==> src/rtl/rr_mux_4to1_pkg.sv <==
// Shared definitions for the 4-channel mux/demux pair: channel count,
// select width, default data width and the select encodings that both
// rr_mux_4to1 and demux_4to1 use to tag each word with its channel.
package rr_mux_4to1_pkg;

    localparam int unsigned N_CH      = 4;
    localparam int unsigned SEL_W     = 2;
    localparam int unsigned WIDTH_DEF = 4;

    typedef enum logic [SEL_W-1:0] {
        SEL_CH0 = 2'b00,
        SEL_CH1 = 2'b01,
        SEL_CH2 = 2'b10,
        SEL_CH3 = 2'b11
    } sel_e;

    // One-hot grant to channel index; an all-zero vector maps to channel 0.
    function automatic logic [SEL_W-1:0] onehot_to_idx(input logic [N_CH-1:0] oh);
        logic [SEL_W-1:0] idx;
        idx = SEL_CH0;
        unique case (oh)
            4'b0010: idx = SEL_CH1;
            4'b0100: idx = SEL_CH2;
            4'b1000: idx = SEL_CH3;
            default: idx = SEL_CH0;
        endcase
        return idx;
    endfunction

endpackage

==> src/rtl/rr_mux_4to1_arbiter.sv <==
// Round-robin arbiter for four requesters.
// Ports:
//   clk, rst  - clock, synchronous active-high reset
//   req[3:0]  - request vector
//   advance   - a grant is consumed this cycle; rotate the pointer past it
//   gnt[3:0]  - one-hot combinational grant (all zero when no request)
module rr_arbiter_4
    import rr_mux_4to1_pkg::*;
(
    input  logic            clk,
    input  logic            rst,
    input  logic [N_CH-1:0] req,
    input  logic            advance,
    output logic [N_CH-1:0] gnt
);

    logic [SEL_W-1:0] ptr;

    // Priority search starting at ptr, wrapping modulo 4.
    always_comb begin
        logic             found;
        logic [SEL_W-1:0] idx;
        gnt   = '0;
        found = 1'b0;
        idx   = '0;
        for (int k = 0; k < int'(N_CH); k++) begin
            idx = ptr + SEL_W'(k);
            if (!found && req[idx]) begin
                gnt[idx] = 1'b1;
                found    = 1'b1;
            end
        end
    end

    // Pointer moves to the channel just after the winner.
    always_ff @(posedge clk) begin
        if (rst) begin
            ptr <= SEL_CH0;
        end else if (advance) begin
            ptr <= onehot_to_idx(gnt) + SEL_W'(1);
        end
    end

endmodule

==> src/rtl/rr_mux_4to1.sv <==
// Four-channel valid/ready round-robin mux with a registered output
// carrying the source index, so a demux_4to1 can route words back.
// Ports:
//   clk, rst          - clock, synchronous active-high reset
//   in0..in3          - channel data
//   in_valid[3:0]     - per-channel valid
//   in_ready[3:0]     - per-channel consume strobe (one-hot or zero)
//   out, s, out_valid - registered output word, source index, valid
//   out_ready         - sink accepts the output word
module rr_mux_4to1
    import rr_mux_4to1_pkg::*;
#(
    parameter int unsigned WIDTH = WIDTH_DEF
) (
    input  logic             clk,
    input  logic             rst,
    input  logic [WIDTH-1:0] in0,
    input  logic [WIDTH-1:0] in1,
    input  logic [WIDTH-1:0] in2,
    input  logic [WIDTH-1:0] in3,
    input  logic [N_CH-1:0]  in_valid,
    output logic [N_CH-1:0]  in_ready,
    output logic [WIDTH-1:0] out,
    output logic [SEL_W-1:0] s,
    output logic             out_valid,
    input  logic             out_ready
);

    logic             load_c;
    logic             advance_c;
    logic [N_CH-1:0]  gnt_c;
    logic [SEL_W-1:0] gnt_idx_c;
    logic [WIDTH-1:0] gnt_data_c;

    // Output register free, or being drained this same cycle.
    assign load_c    = !out_valid || out_ready;
    assign advance_c = load_c && (|in_valid) && !rst;

    rr_arbiter_4 u_arb (
        .clk     (clk),
        .rst     (rst),
        .req     (in_valid),
        .advance (advance_c),
        .gnt     (gnt_c)
    );

    // Ready is the grant, gated by load and suppressed during reset.
    assign in_ready  = (load_c && !rst) ? gnt_c : '0;
    assign gnt_idx_c = onehot_to_idx(gnt_c);

    // Select the winning channel's data.
    always_comb begin
        gnt_data_c = '0;
        unique case (gnt_idx_c)
            SEL_CH0: gnt_data_c = in0;
            SEL_CH1: gnt_data_c = in1;
            SEL_CH2: gnt_data_c = in2;
            SEL_CH3: gnt_data_c = in3;
            default: gnt_data_c = in0;
        endcase
    end

    // Output register; holds word and index under backpressure.
    always_ff @(posedge clk) begin
        if (rst) begin
            out       <= '0;
            s         <= SEL_CH0;
            out_valid <= 1'b0;
        end else if (load_c) begin
            if (|in_valid) begin
                out       <= gnt_data_c;
                s         <= gnt_idx_c;
                out_valid <= 1'b1;
            end else begin
                out_valid <= 1'b0;
            end
        end
    end

endmodule
==> config.mk <==
export PLATFORM = sky130hd
export DESIGN_NAME = rr_mux_4to1
export DESIGN_NICKNAME = d
export VERILOG_FILES = /design/src/rtl/rr_mux_4to1_pkg.sv /design/src/rtl/rr_mux_4to1_arbiter.sv /design/src/rtl/rr_mux_4to1.sv
export SDC_FILE = /design/constraint.sdc
export NUM_CORES = 1
export LEC_CHECK = 0
export ABC_AREA = 1
export BUFFER_PORTS_ARGS = -buffer_cell sky130_fd_sc_hd__buf_2
export CORE_UTILIZATION = 30
export DETAILED_ROUTE_END_ITERATION = 8
export PLACE_DENSITY_LB_ADDON = 0.25
export SETUP_SLACK_MARGIN = 0.2
export SLEW_MARGIN = 30
export SYNTH_ARGS = -nofsm -noshare
export SYNTH_HDL_FRONTEND = slang
export SYNTH_HIERARCHICAL = 1
export SYNTH_SLANG_ARGS = --single-unit
==> constraint.sdc <==
create_clock -name clk -period 3.05 [get_ports clk]
set_clock_uncertainty 0.1 [all_clocks]
set_input_delay 0.61 -clock clk [delete_from_list [all_inputs] [get_ports clk]]
set_output_delay 0.61 -clock clk [all_outputs]
set_load 0.05 [all_outputs]
; After elaboration in Yosys (flattened, before gate mapping)
; Cells that the tools add are included.
[word_totals]
output_inout_bits = 11
ff_bits = 9
wordCells = 73
in_bits = 23
[classes]
n_reduce_logical = 19
n_addsub = 4
n_mux = 29
eq_ne = 6
bitwise_logic = 3
order_cmp = 8
[op_table]
columns = operator, count
row1 = two-way mux 4 bit, 5
row2 = one-hot mux 4 bit (4 select lines), 1
row3 = "< comparator 2 x 3 -> 1 bit, second input constant", 4
row4 = two-way mux 1 bit, 12
row5 = OR 4 bit, 3
row6 = logical AND 1 bit, 10
row7 = binary-select mux 1 bit (select 2 bit), 4
row8 = demux 1 bit (select 2 bit), 4
row9 = "greater-or-equal comparator 2 x 1 -> 1 bit, second input constant", 4
row10 = one-hot mux 2 bit (3 select lines), 1
row11 = zero test 1 bit, 5
row12 = "adder 2 x 1 -> 2 bit, second input constant", 2
row13 = "adder 2 bit, second input constant", 2
row14 = "== test 2 bit, second input constant", 2
row15 = "== test 4 x 2 -> 1 bit, second input constant", 1
row16 = "== test 4 x 3 -> 1 bit, second input constant", 1
row17 = "== test 4 bit, second input constant", 1
row18 = two-way mux 2 bit, 2
row19 = OR reduction 4 bit, 1
row20 = "== test 2 x 1 -> 1 bit, second input constant", 1
row21 = zero test 2 bit, 1
row22 = AND reduction 2 bit, 1
row23 = logical OR 1 bit, 1

; Longest topological paths before layout
; Gate-level depths: netlist (run 1).
[logic_depth]
word_depth = 17
mapped_depth = 17
mapped_depth_nobuf = 17

; Cells and area by module
; Netlist (run 1), hierarchy kept.
[modules_own_cells]
columns = mod, seq_area_each_um2, area_per_inst_um2, n_inst, cells_per_inst
row1 = rr_arbiter_4, 40.0, 553.0, 1, 93
row2 = rr_mux_4to1, 140.1, 526.8, 1, 81

; Worst setup path after synthesis (run 1)
; Ideal clock, no wire load.
[synth_timing]
path_kind = flip-flop to output port
startpoint = register u_arb.ptr[0]
endpoint = output in_ready[1]
n_path_buf = 0
required_time_ps = 2340
path_slack_ps = -25
t_arrival_ps = 2365
stages_incl_launch_ff = 12
cell_sequence = dfxtp_1 -> inv_2 -> ha_1 -> inv_1 -> nand3_1 -> nand2_1 -> nand2_4 -> nor2_4 -> nand2_2 -> nand3_1 -> inv_1 -> nor2_1
[synth_between]
elab_chain_cells = 13
word_cells_on_any_way = 48
cone_classes = 3 x add/sub / 8 x order compare / 24 x mux / 3 x bitwise / 10 x reduce/logical
[synth_lines]
columns = item, line
row1 = from (decl), rr_mux_4to1_arbiter.sv:17  ; logic [SEL_W-1:0] ptr;
row2 = from (signal assigned), rr_mux_4to1_arbiter.sv:40  ; ptr <= onehot_to_idx(gnt) + SEL_W'(1);
row3 = branches (longest 11 deep; another with < comparator 2 x 3 -> 1 bit), --
row4 = two-way mux 4 bit *, rr_mux_4to1_arbiter.sv:28  ; if (!found && req[idx]) begin
row5 = net gnt_c[1], rr_mux_4to1.sv:31  ; logic [N_CH-1:0] gnt_c;
row6 = two-way mux 4 bit *, rr_mux_4to1.sv:48  ; assign in_ready = (load_c && !rst) ? gnt_c : '0;
row7 = to (decl), rr_mux_4to1.sv:22  ; output logic [N_CH-1:0] in_ready,
; Mark *: on every way through the listed nets, which the timed path passes. The select of a mux whose other input is x is not followed.

; Worst setup path in the final report (run 1)
[layout_timing]
startpoint = register u_arb.ptr[1]
endpoint = output in_ready[2]
; The elaborated chain is that of the path after synthesis.

==> impl_results.md, run 1 <==
- Arrival time at the worst endpoint: 1970 ps
- Unrepaired setup endpoints after global routing: no
- Global-route wire length before repair: between 3000 and 4000 um
- Syn_nets: 203
- CTS tree: yes
- Nets: between 200 and 250
- Tot GR Track Use: 0.1378
- WL/cell: 9.958 um
- Worst min path class: reg2reg
- Die width: 62.00 um
- GRT Max-Usage Layer: met1
- CP Data Required Time: between 2000 and 2500 ps
- Sequential cell area: 180.2 um^2
- Final hold vios: 0
- Placed insts: 256
- GR Util met3: 0.01863
- CTS buffer count: 3
- Area delta synth->final: 30.82%
- Drt pass-1 iters: 4
- DIE AREA: 3843 um^2
- CP Launch Type: flip-flop
- Commonest non-fill, non-tap cell in the layout: nand3_1
- Met1 usage: 0.2152
- H-tree depth: 1
- Post-CTS Hold Buffers: 0
- Post-route ant nets: 0
- Die height: approximately 62 um
- Final Max Tran Viols: 0
- Register area share after synthesis: 0.1669
- Synth Instances: 174
- Multi-input logic area: 819.5 um^2
- Port Buffers: 33
- Outcome: completed
- Placer Congestion: 0.7917
- Final setup TNS: 0 ps
- Rel. slew slack: 0.8104
- Via count: 1172
- Dpl hpwl: roughly 2100 um
- Worst Tran Pin Value: 283.7 ps
- CTS Sinks: 9
- Critical Path Fanout Max: 5
- Layout cells sized above 1: 0.3785
- Synthesized flop and latch total: 9
- Syn Area/Cell: 6.206 um^2
- GR Layer Usage met2: 0.1930
- Final Power: between 0.0007 and 0.0008 W
- Kind of critical path: reg2out
- CTS max path bufs: 2
- Clock root buffer master: clkbuf_4
- Power per standard cell area: 532.0 nW/um^2
- Initial core utilization: 0.3186
- Fillers: 372
- Largest net degree at the start of global routing: 13
- Fin crit period: 2679 ps
- Reg-to-reg slack, setup: 750 ps
- Vias in the first global route: 923
- Yosys cell types: 24
- GR Overflow Total: 0
- Final Non-Filler Cells: 260
- Max cap viols: 0
- Total core area: 3390 um^2
- DRT iter0 DRCs: 46
- WL final: between 2000 and 3000 um
- Clock insertion delay at the later pin of the skew report: 260 ps
- Num ports: 34
- Initial antenna violation count: 0
- Syn Std Cell Area: 1080 um^2
- ANT cells: 0
- Tcrit/Tclk final: 0.8782
- Static leakage: 0.7931 nW
- Critical Path Sink Type: primary output
- Row count: 21
- DRC violations left: 0
- Yosys warns: 6
- Post-CTS Setup Repair Bufs: 0
- Vias/cell: 4.508
- Count of final setup violators: 0
- Maximum clock frequency: 373.3 MHz
- Worst vdd rail ir drop: 0.0002133 V
- Most frequent cells in the layout: 33 x nand3_1, 32 x nand2_1, 29 x buf_2
- Clock transition at path regs: 60 ps
==> cell type report <==
| class | count | share of cell area |
|---|---|---|
| Multi-Input combinational cell | 134 | 0.5802 |
| Timing Repair Buffer | 37 | 0.1532 |
| Sequential cell | 9 | 0.1275 |
| Inverter | 30 | 0.07972 |
| Tap cell | 46 | 0.04074 |
| Clock buffer | 4 | 0.01860 |
==> critical path: stages, from the launching register on <==
cell and delay [ps]:
dfxtp_1 340, inv_2 80, ha_4 240, inv_1 90
nand3_1 80, nand2_1 110, nand2_4 70, nor2_4 140
nand2_1 110, nand3_4 100, inv_2 80, nor2_2 120
buf_6 170
==> repair_timing <==
action                     CTS  global route
setup endpoints to repair    3             4
cloned                       0             0
gates resized for setup      4             7
==> report_power, final <==
part / internal, W / total [W] / switching, W
Sequential: 0.000137 / 0.000146 / 0.00000936
Combinational: 0.000167 / 0.000514 / 0.000347
Clock: 0.0000504 / 0.0000913 / 0.0000409
Total: 0.000355 / 0.000752 / 0.000397
==> cells in the mapped netlist, drive strengths merged <==
library cell | count | area [um^2]
o211a | 2 | 20.02
ha | 6 | 75.07
o21ai | 4 | 20.01
nand2 | 41 | 191.4
a31oi | 1 | 6.260
dfxtp | 9 | 180.2
buf | 1 | 7.510
or2 | 1 | 6.260
nand4 | 5 | 31.28
nor2 | 27 | 131.4
clkinv | 1 | 3.750
nand3 | 42 | 257.8
inv | 29 | 108.9
a21oi | 2 | 17.52
o21a | 2 | 15.01
o21bai | 1 | 7.510
==> registers in the layout (all words and copies together) (netlist names) <==
register   cells
u_arb/ptr      2
out_valid      1
s              2
out            4
==> metal layers <==
| layer | up-vias | part of all wire | wire length [um] |
|---|---|---|---|
| met2 | 18 | 0.43 | 1124 |
| met3 | 4 | 0.022 | 58 |
| li1 | 642 | - | - |
| met4 | 0 | 0.0089 | 23 |
| met5 | - | 0 | 0 |
| met1 | 508 | 0.53 | 1382 |
==> per-stage QoR <==
step	utilization	hold slack (ps)	area, um^2	worst slack [ps]
6_report	0.4168	395.3	1413	371.4
5_1_grt	0.4168	417.1	1413	202.9
4_1_cts	0.4064	403.3	1378	159.5
3_5_place_dp	0.3953	388.8	1340	344.9
3_3_place_gp	0.3953	384.5	1340	372.9
2_1_floorplan	-	472.8	1095	189.5
==> worst paths after layout <==
check                                   from           to  cells after the start
worst max-delay path            u_arb/ptr[1]  in_ready[2]                     12
worst min-delay path                    s[1]         s[1]                      1
worst max register to register  u_arb/ptr[1]       out[0]                     16
worst min register to register          s[1]         s[1]                      1
==> cell families (layout without fill, tap and decap cells) <==
kind of cell	after synthesis	in the layout	share of synthesized area
AND/OR/NAND/NOR	116	116	0.5724
adder cells (fa/ha/maj)	6	6	0.06952
flip-flops	9	9	0.1669
AO/OA/AOI/OAI	12	12	0.07995
buffers and inverters	31	71	0.1112
Power figures use the tool's default switching activity.
==> run 2, diff against run 1 <==
--- a/config.mk
+++ b/config.mk
@@ -5,8 +5,8 @@
 export SDC_FILE = /design/constraint.sdc
 export NUM_CORES = 1
 export LEC_CHECK = 0
-export ABC_AREA = 1
 export BUFFER_PORTS_ARGS = -buffer_cell sky130_fd_sc_hd__buf_2
+export CORE_MARGIN = 2
 export CORE_UTILIZATION = 30
 export DETAILED_ROUTE_END_ITERATION = 8
 export PLACE_DENSITY_LB_ADDON = 0.25
==> impl_results.md, run 2 <==
- Maximum clock frequency: 331.5 MHz (-11%)
- Synth Area in XOR/XNOR: 0.02618 (+0.02618)
- Nets: 202 (-17%)
- Worst vdd rail ir drop: 0.0002714 V (+27%)
- Layout cells sized above 1: 0.5930 (+0.2145)
- Num ports: 34 (unchanged)
- Worst Tran Pin Value: 360.6 ps (+76.96 ps)
- CTS tree: yes
- Kind of critical path: reg2out
- Hold path endpoint: s[0]
- Outcome: completed
- Static leakage: 0.6734 nW (-15%)
- Mux cell area share after synthesis: 0.04489 (+0.04489)
- CTS Sinks: 9 (unchanged)
- Clock root buffer master: clkbuf_4
- Largest family of logic cells by synthesized area: simple AND/OR/NAND/NOR gates
- Fin util: 0.4988 (+0.08204)
- Yosys warns: 6 (unchanged)
- Unrepaired setup endpoints after global routing: yes
- ANT cells: 0 (unchanged)
- WHS: 353.3 ps (-41.99 ps)
- Count of final setup violators: 0 (unchanged)
- Top-count cell post-synth: nand2_1
- Most frequent cells in the layout: 29 x buf_2, 16 x buf_4, 9 x nand2_1
- Vias/cell: 5.116 (+13%)
- WL final: 2899 um (+12%)
- DRT iter0 DRCs: 57 (+24%)
- Synthesized flop and latch total: 9 (unchanged)
- GR Overflow Total: 0 (unchanged)
- Tot GR Track Use: 0.1471 (+0.009291)
- Row count: 20 (-4.8%)
- CP Launch Type: flip-flop
- Hold path depth: 2 (+1)
- Area leader, netlist: dfxtp_1
- Asr flop ratio synth: 0 (unchanged)
- Top post-synthesis cells by count: 13 x nand2_1, 9 x dfxtp_1, 8 x nor2_1
- Post-CTS Hold Buffers: 0 (unchanged)
- Worst reg2reg path depth: 13 (-3)
- Port Buffers: 33 (unchanged)
- Synth area leaders: dfxtp_1 18%, ha_1 7.5%, nand2_1 4.9%
- Synth Instances: 117 (-33%)
- WL/cell: 13.42 um (+35%)
- Yosys cell types: 46 (+92%)
- Initial core utilization: 0.3208 (+0.002232)
- Syn_nets: 146 (-28%)
- Arrival time at the worst endpoint: 2310 ps (+340 ps)
- Max cap viols: 0 (unchanged)
- Reg-to-reg slack, setup: 170 ps (-580 ps)
- Syn Std Cell Area: 1003 um^2 (-7.1%)
- CP Launch Point: u_arb/ptr[0]
- Commonest non-fill, non-tap cell in the layout: buf_2
- Final Max Tran Viols: 0 (unchanged)
- Drt pass-1 iters: 4 (unchanged)
- Synth Area in Adders: 0.07481 (+0.005288)
- Largest net degree at the start of global routing: 13 (unchanged)
- Global-route wire length before repair: 4312 um (+8.7%)
- Final Worst Setup Slack: 33.30 ps (-338.1 ps)
- Largest register FFs: 4 (unchanged)
- Synth Area in Compound Gates: 0.2781 (+0.1981)
- Post-synth EDFFs: 0 (unchanged)
- Power per standard cell area: 502.4 nW/um^2 (-5.6%)
- CP Data Required Time: 2340 ps (about the same)
- H-tree depth: 1 (unchanged)
- Die height: 61.84 um (-0.26%)
- DRC violations left: 0 (unchanged)
- Post-place setup slack: 3.986 ps (-340.9 ps)
- Rel. slew slack: 0.7591 (-0.05134)
- CTS buffer count: 3 (unchanged)
- Register area share after synthesis: 0.1796 (+0.01269)
- Tcrit/Tclk final: 0.9891 (+0.1109)
- Via count: 1105 (-5.7%)
- Final Power: 0.0007839 W (+4.3%)
- Reg-to-Reg Start: u_arb/ptr[1]
- Dpl hpwl: 2026 um (-4.5%)
- Simple-gate share of the synthesized area: 0.3329 (-0.2395)
- Critical Path Sink Type: primary output
- Clock insertion delay at the later pin of the skew report: 270 ps (about the same)
- DIE AREA: 3824 um^2 (-0.52%)
- Area delta synth->final: 55.49%
- Total core area: 3128 um^2 (-7.7%)
- Final hold vios: 0 (unchanged)
- Hold path start: s[0]
- Die width: 61.84 um (-0.26%)
- CTS max path bufs: 2 (unchanged)
- Top_reg_cell synth: dfxtp_1
- Worst R2R End: out[2]
- Placer Congestion: 0.9021 (+14%)
- Top reg by flops: out
- Top Registers: out x4, s x2, u_arb/ptr x2
- Vias in the first global route: 999 (+8.2%)
- Syn Area/Cell: 8.577 um^2 (+38%)
- Worst min path class: reg2reg
- Fin crit period: 3017 ps (+338.1 ps)
- Synth top area share: 0.1796 (+0.01269)
- Critical Path Fanout Max: 4 (-1)
- Post-route ant nets: 0 (unchanged)
- Clock transition at path regs: 60 ps (about the same)
- Initial antenna violation count: 0 (unchanged)
==> run 2: kinds of logic (layout without fill, tap and decap cells) <==
group,count (synthesis),after routing
compound gates,32,32
flops,9,9
mux,2,2
fa+ha+maj,6,6
xor+xnor,3,3
buf+inv,10,65
simple gates,55,55
==> run 2: critical path, stage by stage, from the launching register on <==
cell	delay, ps
dfxtp_2	350
inv_4	40
ha_4	240
or3b_1	350
a2111o_1	460
nand3_4	100
nand2_2	80
nand2_2	80
inv_2	50
nor3_4	110
buf_6	180
==> run 2: per-layer routing <==
layer	global-route usage	wire length (um)	vias to the layer above
met5	0	0	-
met4	0.02736	21	0
met3	0.03313	105	2
met2	0.2406	1382	31
met1	0.2003	1390	522
li1	-	-	550
==> run 2: area by class of cell <==
type                       count  area, um^2
multi-input combinational     98       873.3
inverter                       6       27.53
clock buffer                   4       26.28
sequential                     9       185.2
timing repair buffer          55       392.9
tap                           44       55.05
fill                         297        1568
==> run 2: worst max path at each step <==
| stage | cells after the start | endpoint |
|---|---|---|
| final | 10 | in_ready[0] |
| after global routing | 10 | in_ready[0] |
| after floorplan | 10 | in_ready[0] |
| after CTS | 10 | in_ready[0] |
| after global placement | 6 | in_ready[3] |
| after detailed placement | 7 | in_ready[2] |
==> run 2: repair_timing <==
item | 4_1_cts | 5_1_grt
endpoints found under the setup margin | 4 | 9
resized for setup | 11 | 30
hold endpoints to repair | 0 | 0
setup buffers | 8 | 8
pin swaps | 7 | 9
==> run 2: metrics by stage <==
step	TNS [ps]	instance area, um^2	cells
final	0	1560	216
after global routing	-68.06	1560	216
after CTS	0	1385	208
after detailed placement	0	1266	196
after global placement	0	1266	196
after floorplan	0	1042	117
==> run 2: where the power goes <==
part	total [W]	internal [W]	switching (W)	leakage, nW
Combinational	0.000540	0.000244	0.000296	0.583
Sequential	0.000148	0.000138	0.0000102	0.0757
Clock	0.0000963	0.0000505	0.0000458	0.0150
==> run 3, diff against run 2 <==
--- a/config.mk
+++ b/config.mk
@@ -5,6 +5,7 @@
 export SDC_FILE = /design/constraint.sdc
 export NUM_CORES = 1
 export LEC_CHECK = 0
+export ABC_AREA = 1
 export BUFFER_PORTS_ARGS = -buffer_cell sky130_fd_sc_hd__buf_2
 export CORE_MARGIN = 2
 export CORE_UTILIZATION = 30
==> impl_results.md, run 3 (synthesized netlist as in run 1, its figures left out) <==
- Layout cells sized above 1: 0.3879 (-0.2052)
- Post-CTS Setup Repair Bufs: 0 (-8)
- Clock network power share: 0.127 (+0.004)
- Sw Ratio: 0.5286 (+0.07942)
- Initial antenna violation count: 0 (unchanged)
- CP max-delay cell: dfxtp_2
- WHS: 395.6 ps (+42.24 ps)
- Area delta synth->final: 31.29%
- Clock insertion delay at the later pin of the skew report: 270 ps (about the same)
- GR Overflow Total: 0 (unchanged)
- Dpl hpwl: 2091 um (+3.2%)
- Via count: 1183 (+7.1%)
- Clock transition at path regs: 60 ps (about the same)
- Top reg by flops: out
- CTS buffer count: 3 (unchanged)
- Nets: 244 (+21%)
- Count of final setup violators: 0 (unchanged)
- Global-route wire length before repair: 4319 um (+0.16%)
- Power per standard cell area: 531.8 nW/um^2 (+5.8%)
- Commonest non-fill, non-tap cell in the layout: nand3_1
- DRC violations left: 0 (unchanged)
- Critical Path Sink Type: primary output
- Combinational Power Share: 0.677 (-0.012)
- Final setup TNS: 0 ps (unchanged)
- Int Pwr: 0.0003553 W (-18%)
- Die height: 64.00 um (+3.5%)
- CP Data Required Time: 2340 ps (about the same)
- Final Max Tran Viols: 0 (unchanged)
- Max cap viols: 0 (unchanged)
- Rel. slew slack: 0.8148 (+0.05574)
- CTS Sinks: 9 (unchanged)
- Initial core utilization: 0.3186 (-0.002232)
- Largest register FFs: 4 (unchanged)
- Static leakage: 0.7944 nW (+18%)
- Area post-placement: 1340 um^2 (+5.8%)
- Worst vdd rail ir drop: 0.0002275 V (-16%)
- Worst path cell trace: inv_2, ha_4, inv_1, nand3_1, nand2_1, nand2_4, nor2_4, nand2_1, nand3_4, inv_2, nor2_2, buf_6
- WL final: 2589 um (-11%)
- Post-route ant nets: 0 (unchanged)
- Post-route cell area: 1418 um^2 (-9.1%)
- Top Registers: out x4, s x2, u_arb/ptr x2
- Worst path max stage delay: 330 ps (-130 ps)
- Die width: 64.00 um (+3.5%)
- Vias/cell: 4.550 (-11%)
- Vias in the first global route: 1010 (+1.1%)
- Row count: 21 (+5.0%)
- Drt pass-1 iters: 4 (unchanged)
- Total core area: 3390 um^2 (+8.4%)
- Clock root buffer master: clkbuf_4
- Fin util: 0.4182 (-0.08056)
- Most frequent cells in the layout: 33 x nand3_1, 32 x nand2_1, 29 x buf_2
- Worst Tran Pin Value: 277.1 ps (-83.55 ps)
- ANT cells: 0 (unchanged)
- Tot GR Track Use: 0.1310 (-0.01606)
- Unrepaired setup endpoints after global routing: no
- Net Sw Power: 0.0003985 W (+13%)
- Critical Path Fanout Max: 5 (+1)
- Tcrit/Tclk final: 0.8738 (-0.1153)
- Kind of critical path: reg2out
- Final Worst Setup Slack: 384.9 ps (+351.6 ps)
- Worst min path class: reg2reg
- DIE AREA: 4095 um^2 (+7.1%)
- CTS tree: yes
- Post-place setup slack: 332.9 ps (+328.9 ps)
- Placer Congestion: 0.7829 (-13%)
- Arrival time at the worst endpoint: 1960 ps (-350 ps)
- Largest net degree at the start of global routing: 13 (unchanged)
- Num ports: 34 (unchanged)
- Final hold vios: 0 (unchanged)
- H-tree depth: 1 (unchanged)
- CTS max path bufs: 2 (unchanged)
- Cell family with most CP delay: simple AND/OR/NAND/NOR gates
- Fillers: 361 (+22%)
- Outcome: completed
- DRT iter0 DRCs: 49 (-14%)
- WL/cell: 9.958 um (-26%)
- Fin crit period: 2665 ps (-351.6 ps)
- Maximum clock frequency: 375.2 MHz (+13%)
- CP Launch Type: flip-flop
- Buf+Inv Stages, Crit Path: 4 (+1)
- Sequential share of power: 0.196 (+0.007)
- Port Buffers: 33 (unchanged)
[run 3: changes by cell type in the layout (fill, tap and decap cells not counted), sizes merged, moves of 17 or more]
cell	previous run	this run
nand2	15	41
buf	55	36
nor2	10	27
inv	6	29
nand3	2	42
[run 3: worst paths after layout]
path	endpoint	cells after the start	from	slack, ps
setup / recovery	in_ready[2]	12	u_arb/ptr[0]	380
hold / removal	s[1]	1	s[1]	400
setup reg to reg	out[1]	16	u_arb/ptr[1]	770
hold reg to reg	s[1]	1	s[1]	400
[run 3: stage by stage]
step | instances | power [W]
after floorplan | 174 | 0.0005328
after global placement | 256 | 0.0006408
after detailed placement | 256 | 0.0006363
after CTS | 260 | 0.0007476
after global routing | 260 | 0.0008222
final | 260 | 0.0007539
[run 3: power groups by stage]
stage / Combinational, W / Sequential, W / Clock [W]
6_report: 0.000511 / 0.000148 / 0.0000955
5_1_grt: 0.000565 / 0.000150 / 0.000107
4_1_cts: 0.000503 / 0.000146 / 0.0000985
3_5_place_dp: 0.000487 / 0.000149 / 0
3_3_place_gp: 0.000492 / 0.000149 / 0
2_1_floorplan: 0.000324 / 0.000209 / 0
[run 3: per-layer routing]
| metal | vias up | global-route usage | routed length (um) |
|---|---|---|---|
| met2 | 26 | 0.2070 | 1143 |
| met3 | 5 | 0.01056 | 87 |
| li1 | 642 | - | - |
| met1 | 510 | 0.1809 | 1317 |
| met5 | - | 0 | 0 |
| met4 | 0 | 0.05707 | 40 |
[run 3: layout make-up]
class                      count  area (um^2)  area share
sequential                     9        182.7      0.1289
inverter                      30        115.1     0.08120
tap                           46        57.56     0.04060
timing repair buffer          37        216.5      0.1527
multi-input combinational    134        819.5      0.5781
clock buffer                   4        26.28     0.01853
[run 3: repair_timing]
item / in CTS / in global routing
setup endpoints to repair: 4 / 4
hold buffers: 0 / 0
gates cloned: 0 / 0
resized for setup: 7 / 7
